File: config.mk
export PLATFORM = sky130hd
export DESIGN_NAME = router_pkt_writer
export DESIGN_NICKNAME = d
export VERILOG_FILES = /design/src/rtl/router_pkg.sv /design/src/rtl/router_byte_hold.sv /design/src/rtl/router_pkt_writer.sv
export SDC_FILE = /design/constraint.sdc
export NUM_CORES = 1
export LEC_CHECK = 0
export ABC_AREA = 1
export ABC_CLOCK_PERIOD_IN_PS = 1900
export CAP_MARGIN = 20
export CORE_ASPECT_RATIO = 1.25
export CORE_MARGIN = 5
export CORE_UTILIZATION = 52
export DETAILED_ROUTE_END_ITERATION = 16
export GPL_TIMING_DRIVEN = 0
export PLACE_DENSITY = 0.79
export RECOVER_POWER = 100
export SYNTH_ARGS = -nofsm -noshare
export SYNTH_HDL_FRONTEND = slang
export SYNTH_SLANG_ARGS = --single-unit
File: constraint.sdc
create_clock -name clock -period 1.9 [get_ports clock]
set_clock_uncertainty 0.05 [all_clocks]
set_input_delay 0.285 -clock clock [delete_from_list [all_inputs] [get_ports clock]]
set_output_delay 0.285 -clock clock [all_outputs]
set_load 0.05 [all_outputs]
File: src/rtl/router_pkg.sv
// Shared types and constants for the router packet writer slice.
package router_pkg;

  localparam int ADDR_W   = 2;
  localparam int DATA_W   = 8;
  localparam int NUM_DEST = 3;

  localparam logic [ADDR_W-1:0] ADDR_INVALID = 2'b11;

  typedef enum logic [2:0] {
    DECODE_ADDRESS,
    WAIT_TILL_EMPTY,
    LOAD_FIRST_DATA,
    LOAD_DATA,
    FIFO_FULL_STATE,
    LOAD_AFTER_FULL,
    LOAD_PARITY,
    CHECK_PARITY_ERROR
  } state_t;

  // Address 3 shifts out of range and yields no strobe at all.
  function automatic logic [NUM_DEST-1:0] dest_onehot(input logic [ADDR_W-1:0] addr);
    return NUM_DEST'(1) << addr;
  endfunction

endpackage

File: src/rtl/router_byte_hold.sv
// Byte storage for the packet writer: held payload byte, received parity, parity accumulator.
// Accumulator exists only when ROUTER_PARITY_CHECK_EN is defined.
module router_byte_hold
  import router_pkg::*;
(
  input  logic              clock,
  input  logic              resetn,
  input  logic              hold_ld,
  input  logic              rx_par_ld,
  input  logic              par_seed,
  input  logic              par_acc,
  input  logic [DATA_W-1:0] byte_in,
  input  logic [DATA_W-1:0] par_in,
  output logic [DATA_W-1:0] hold_byte,
  output logic [DATA_W-1:0] rx_parity,
  output logic [DATA_W-1:0] calc_parity
);

  always_ff @(posedge clock) begin
    if (!resetn) begin
      hold_byte <= '0;
      rx_parity <= '0;
    end else begin
      if (hold_ld)   hold_byte <= byte_in;
      if (rx_par_ld) rx_parity <= byte_in;
    end
  end

`ifdef ROUTER_PARITY_CHECK_EN
  logic [DATA_W-1:0] par_acc_q;

  always_ff @(posedge clock) begin
    if (!resetn)       par_acc_q <= '0;
    else if (par_seed) par_acc_q <= par_in;
    else if (par_acc)  par_acc_q <= par_acc_q ^ par_in;
  end

  assign calc_parity = par_acc_q;
`else
  logic unused_par;
  assign unused_par  = ^{par_seed, par_acc, par_in};
  assign calc_parity = '0;
`endif

endmodule

File: src/rtl/router_pkt_writer.sv
// Router input FSM: decodes the header, writes header/payload/parity into one of three FIFOs.
// Optional parity checking is enabled by defining ROUTER_PARITY_CHECK_EN.
module router_pkt_writer
  import router_pkg::*;
(
  input  logic                clock,
  input  logic                resetn,
  input  logic                pkt_valid,
  input  logic [DATA_W-1:0]   data_in,
  input  logic [NUM_DEST-1:0] fifo_full,
  input  logic [NUM_DEST-1:0] fifo_empty,
  output logic                busy,
  output logic [NUM_DEST-1:0] write_enb,
  output logic                lfd_state,
  output logic [DATA_W-1:0]   data_out,
  output logic                err
);

  state_t            state, state_nx;
  logic [ADDR_W-1:0] addr_q;
  logic [DATA_W-1:0] header_q;
  logic [DATA_W-1:0] hold_byte, rx_parity, calc_parity;
  logic              we, hdr_ld, hold_ld, rx_par_ld, par_seed, par_acc;

  always_ff @(posedge clock) begin
    if (!resetn) state <= DECODE_ADDRESS;
    else         state <= state_nx;
  end

  always_ff @(posedge clock) begin
    if (!resetn)     addr_q <= '0;
    else if (hdr_ld) addr_q <= data_in[ADDR_W-1:0];
  end

  always_ff @(posedge clock) begin
    if (hdr_ld) header_q <= data_in;
  end

  always_comb begin
    state_nx  = state;
    busy      = 1'b1;
    we        = 1'b0;
    lfd_state = 1'b0;
    data_out  = '0;
    hdr_ld    = 1'b0;
    hold_ld   = 1'b0;
    rx_par_ld = 1'b0;
    par_seed  = 1'b0;
    par_acc   = 1'b0;
    case (state)
      DECODE_ADDRESS: begin
        busy = 1'b0;
        if (pkt_valid && data_in[ADDR_W-1:0] != ADDR_INVALID) begin
          hdr_ld   = 1'b1;
          state_nx = fifo_empty[data_in[ADDR_W-1:0]] ? LOAD_FIRST_DATA : WAIT_TILL_EMPTY;
        end
      end
      WAIT_TILL_EMPTY: begin
        if (fifo_empty[addr_q]) state_nx = LOAD_FIRST_DATA;
      end
      LOAD_FIRST_DATA: begin
        we        = 1'b1;
        lfd_state = 1'b1;
        data_out  = header_q;
        par_seed  = 1'b1;
        state_nx  = LOAD_DATA;
      end
      LOAD_DATA: begin
        busy = 1'b0;
        if (!pkt_valid) begin
          rx_par_ld = 1'b1;
          state_nx  = LOAD_PARITY;
        end else if (!fifo_full[addr_q]) begin
          we       = 1'b1;
          data_out = data_in;
          par_acc  = 1'b1;
        end else begin
          hold_ld  = 1'b1;
          state_nx = FIFO_FULL_STATE;
        end
      end
      FIFO_FULL_STATE: begin
        if (!fifo_full[addr_q]) state_nx = LOAD_AFTER_FULL;
      end
      LOAD_AFTER_FULL: begin
        we       = 1'b1;
        data_out = hold_byte;
        par_acc  = 1'b1;
        state_nx = LOAD_DATA;
      end
      LOAD_PARITY: begin
        if (!fifo_full[addr_q]) begin
          we       = 1'b1;
          data_out = rx_parity;
          state_nx = CHECK_PARITY_ERROR;
        end
      end
      CHECK_PARITY_ERROR: state_nx = DECODE_ADDRESS;
      default:            state_nx = DECODE_ADDRESS;
    endcase
  end

  assign write_enb = dest_onehot(addr_q) & {NUM_DEST{we}};

  router_byte_hold u_byte_hold (
    .clock       (clock),
    .resetn      (resetn),
    .hold_ld     (hold_ld),
    .rx_par_ld   (rx_par_ld),
    .par_seed    (par_seed),
    .par_acc     (par_acc),
    .byte_in     (data_in),
    .par_in      (data_out),
    .hold_byte   (hold_byte),
    .rx_parity   (rx_parity),
    .calc_parity (calc_parity)
  );

`ifdef ROUTER_PARITY_CHECK_EN
  // err is sticky across packets; only the parity check cycle rewrites it.
  always_ff @(posedge clock) begin
    if (!resetn)                          err <= 1'b0;
    else if (state == CHECK_PARITY_ERROR) err <= (calc_parity != rx_parity);
  end
`else
  assign err = 1'b0;
`endif

endmodule

Word-level counts from Yosys, hierarchy flattened:

Index checks and enable logic that the tools add are counted.

* ROM bits: 0
* memories: 0
* input port bits: 17
* output and inout bits: 14
* register bits after elaboration: 29
* bits in writable memories: 0
* word-level logic and storage cells: 57
* latch bits: 0

* muxes and demuxes: 30
* equal/unequal tests: 13
* bitwise gates (word level): 1
* divide/modulo/power cells: 0
* reduce and logical (&&, ||, !) cells: 5
* shift operators: 1
* order comparisons: 2
* $add $sub $neg: 0
* multiply operators: 0

Operators with widths (number)
* $pmux W8 S4: 1
* $mux W8: 3
* $pmux W3 S7: 1
* $mux W3: 6
* $mux W1: 14
* $eq A3 B3 Y1 const B: 4
* $ne A2 B2 Y1 const B: 5
* $bmux W1 S2: 3
* $eq A3 B2 Y1 const B: 2
* $lt A2 B3 Y1 const B: 2
* $reduce_and A5 Y1: 1
* $reduce_or A2 Y1: 2
* $and A3 B3 Y3: 1
* $eq A3 B1 Y1 const B: 1
* $logic_not A3 Y1: 1
* $ne A3 B3 Y1 const B: 1
* $pmux W1 S3: 1
* $shl A1 B2 Y3 const A: 1
* $mux W2: 1
* $logic_and A1 B1 Y1: 1

Longest topological paths before layout:

Gate-level depths: netlist of run 1.

* depth after elaboration: 6
* depth in mapped cells: 10
* gate-level depth less buffers: 10

By module:

A second synthesis of run 1 with hierarchy kept.

* cells, all modules: 241
* area total of the unflattened synthesis: 1715.4 sq um

By module, submodules not included
* router_pkt_writer: cells an instance 138, instances 1, area each 975.9 sq um, seq. area each 340.3 sq um
* router_byte_hold: cells an instance 103, instances 1, area each 739.5 sq um, seq. area each 320.3 sq um

Least setup slack after synthesis of run 1:

Ideal clock, no wire load.

* kind: register to output
* start: register state[0]
* end: output port data_out[1]
* arrival time: 1615 ps
* stages on the path, launching flop included: 7
* data required time: 1565 ps
* slack: -50 ps
* buffers on the path: 0
* cell sequence: dfxtp_1 nand2_1 inv_2 nand2_2 nor2_4 nand3_2 o211ai_1

* cells in the longest elaborated chain, start to end: 2
* elaborated cells on any way between the ends: 5
* those cells by class: eq/ne (4); mux (1)

Ends and longest elaborated chain
* start, declared: RTL line router_pkt_writer.sv:19 `state_t state, state_nx;`
* start signal, assigned: RTL line router_pkt_writer.sv:27 `else state <= state_nx;`
* $eq A3 B3 Y1 or $eq A3 B2 Y1 (tied branches): RTL line router_pkt_writer.sv:50 `case (state)`
* $pmux W8 S4 *: RTL line router_pkt_writer.sv:50
* end, declared: RTL line router_pkt_writer.sv:15 `output logic [DATA_W-1:0] data_out,`

Mark *: on every way between the ends. The rest lies on a longest branch, timed or not.

Worst setup path after layout of run 1:

Same ends and word-level chain as after synthesis.

==> out/results.txt, run 1 <==
Data required, critical path = 1.56 ns
IR drop worst, VDD = 1.02 mV
Final min period = 2.03 ns
Arr. time, crit path = 1.70 ns
Vias/cell = 5.71
max_cap viols = 0
top post-synthesis cells by area = dfxtp_1 (29%), edfxtp_1 (17%), nand2_1 (11%), nor2_1 (9.7%), o21ai_0 (6.3%)
number of global-route vias before repair = 1490
Die Ht = 68.6 µm
Starting Density = 53.8%
Yosys reg bits = 29
IO buf count = 29
max-slew violations = 0
hold_ws = 0.440 ns
die area = 3900 µm²
WL final = 4580 µm
Post-synth ARST share = 0%
TritonCTS clock tree = built
Max Freq = 492 MHz
setup ws final = -0.133 ns
largest net degree at the start of global routing = 11
Worst R2R Setup Slack = 0.15 ns
total CTS buffers = 5
hold crit path type = reg2reg
synth-to-layout area growth = 46.6%
CP max FO = 10
number of synthesized flops with an enable pin = 8
Yosys top cell area share = 29.4%
FF+latch area = 677 µm²
CP Capture Type = primary output
Clk Latency, worst-skew pair = 0.32 ns
Multi-input gate area = 773 µm²
top cells by count, synth = nand2_1 (40), nor2_1 (37), dfxtp_1 (21), o21ai_0 (18), nand3_1 (17)
CTS sink cnt = 29
Seq/Total Area, Yosys = 46.2%
slowest stage cell, crit path = dfxtp_4
# DRC = 0
Final Cycle Share = 107%
GR Util All Layers = 22.1%
clk buf depth = 2
failing checks = negative setup slack
Netlist cell types = 23
Synth Cell Area = 1430 µm²
global-route wire length before repair = 6490 µm
initial DRC count = 102
pwr dens = 1310 nW/µm²
RSZ-0062 raised after global routing = true
Hold Buf Count CTS = 0
HPWL Detailed = 2710 µm
H-tree Lvls = 2
Final Wtd Congestion = 0.922
routed vias = 1627
routed len/inst = 16.1 µm
Core Box Area = 2650 µm²
Final #Nets = 267
final core utilization = 78.9%
CP Launch Type = flip-flop
initial antenna violation count = 0
worst setup path class = reg2out
DR pass1 iterations = 5
final hold viol count = 0
Syn Area/Cell = 7.18 µm²
ys flop type = dfxtp_1
post-route ant nets = 0
number of antenna diodes = 0
die extent in x = 56.9 µm
Ys Warns = 0
Design Area, Final = 2090 µm²
share of cells above drive strength 1 = 31.5%
crit-path max cell delay = 0.38 ns
GRT overflow = 0
placed inst area = 1770 µm²
status = finished, violations left
# setup viols final = 11
Worst-path clk slew = 0.09 ns
num rows = 21
top-count cell post-synth = nand2_1
CP cell instances = inv_1 > nand3_1 > inv_4 > a22oi_1 > o211ai_1 > buf_4
Static Leak = 0.000932 µW
I/O pin cnt = 31
Mapped Cells = 199
cell taking the most area after synthesis = dfxtp_1
clock tree root driver cell = clkbuf_4
Syn Nets = 216
Layout fillers = 179
[per-stage QoR]
step                worst slack [ns]  power, µW  setup TNS (ns)  instances
global route                  -0.196       2870           -1.32        285
finish                        -0.133       2740          -0.560        285
CTS                          -0.0931       2550          -0.604        276
global placement              -0.685       1990           -7.10        262
floorplan                   -0.00629       1650        -0.00629        199
detailed placement            -0.716       2010           -7.30        262
[flip-flops by register name, indices dropped and copies added, names as in the netlist]
name                   cells
addr_q                     2
header_q                   8
state                      3
u_byte_hold.hold_byte      8
u_byte_hold.rx_parity      8
[critical path, delay by kind of cell (launching register included)]
| kind | cells | cell delay (ns) |
|---|---|---|
| compound gates | 2 | 0.23 |
| simple gates | 1 | 0.20 |
| flops | 1 | 0.38 |
| buf+inv | 3 | 0.56 |
[repair_timing]
action                     in CTS  in global routing
pin swaps                      13                 11
setup buffers                   6                  9
gates resized for setup       113                 20
setup endpoints to repair      13                 13
[final timing paths]
kind / from / to / depth (start not counted)
setup reg to reg: state[1] / header_q[6] / 6
setup / recovery: state[0] / data_out[1] / 6
hold reg to reg: u_byte_hold.rx_parity[4] / u_byte_hold.rx_parity[4] / 2
hold / removal: u_byte_hold.rx_parity[4] / u_byte_hold.rx_parity[4] / 2
[placed cells by master (no fill, tap or decap), types with 2 or more instances in the layout]
| master | instances |
|---|---|
| a21oi_1 | 7 |
| a22oi_2 | 3 |
| buf_2 | 2 |
| buf_4 | 18 |
| buf_6 | 7 |
| buf_8 | 3 |
| clkbuf_1 | 4 |
| clkbuf_4 | 5 |
| clkdlybuf4s50_1 | 8 |
| dfxtp_1 | 16 |
| dfxtp_4 | 4 |
| dlygate4sd3_1 | 8 |
| edfxtp_1 | 8 |
| inv_1 | 13 |
| inv_2 | 4 |
| inv_4 | 4 |
| inv_6 | 2 |
| nand2_1 | 30 |
| nand2_2 | 11 |
| nand3_1 | 10 |
| nand3_2 | 7 |
| nand3_4 | 2 |
| nand4_1 | 5 |
| nor2_1 | 37 |
| nor2_4 | 2 |
| o21ai_0 | 18 |
| o21ai_1 | 3 |
[cell type report]
type	count	share of cell area [%]
inverter	23	5.08
multi-input combinational	143	36.9
sequential	29	32.3
timing repair buffer	44	19.8
tap	34	2.03
buffer	4	1.08
clock buffer	8	2.81
[layer usage]
metal	global-route usage, %	wire length, µm
met1	23.4	1590
met2	40.4	2380
met3	5.77	396
met4	11.9	217
met5	0	0
[where the power goes]
part	switching [µW]	internal [µW]	leakage (µW)	total (µW)
Clock	208	182	0.0000326	391
Sequential	91.7	764	0.000248	856
Combinational	969	522	0.000651	1490
Total	1270	1470	0.000932	2740
[kinds of logic (layout without fill, tap and decap cells)]
kind of cell	count (synthesis)	after routing	share of synthesized area [%]
compound gates	34	34	12.9
buf+inv	27	79	7.62
flops	29	29	46.2
other cells	1	1	0.262
simple gates	108	108	33.0
Note: power is estimated with default switching activity, not from simulation.
==> run 2, diff against run 1 <==
--- a/config.mk
+++ b/config.mk
@@ -15,6 +15,7 @@
 export GPL_TIMING_DRIVEN = 0
 export PLACE_DENSITY = 0.79
 export RECOVER_POWER = 100
+export SLEW_MARGIN = 40
 export SYNTH_ARGS = -nofsm -noshare
 export SYNTH_HDL_FRONTEND = slang
 export SYNTH_SLANG_ARGS = --single-unit
==> results of run 2 <==
Final layout, timing and power as in run 1 (identical DEF).
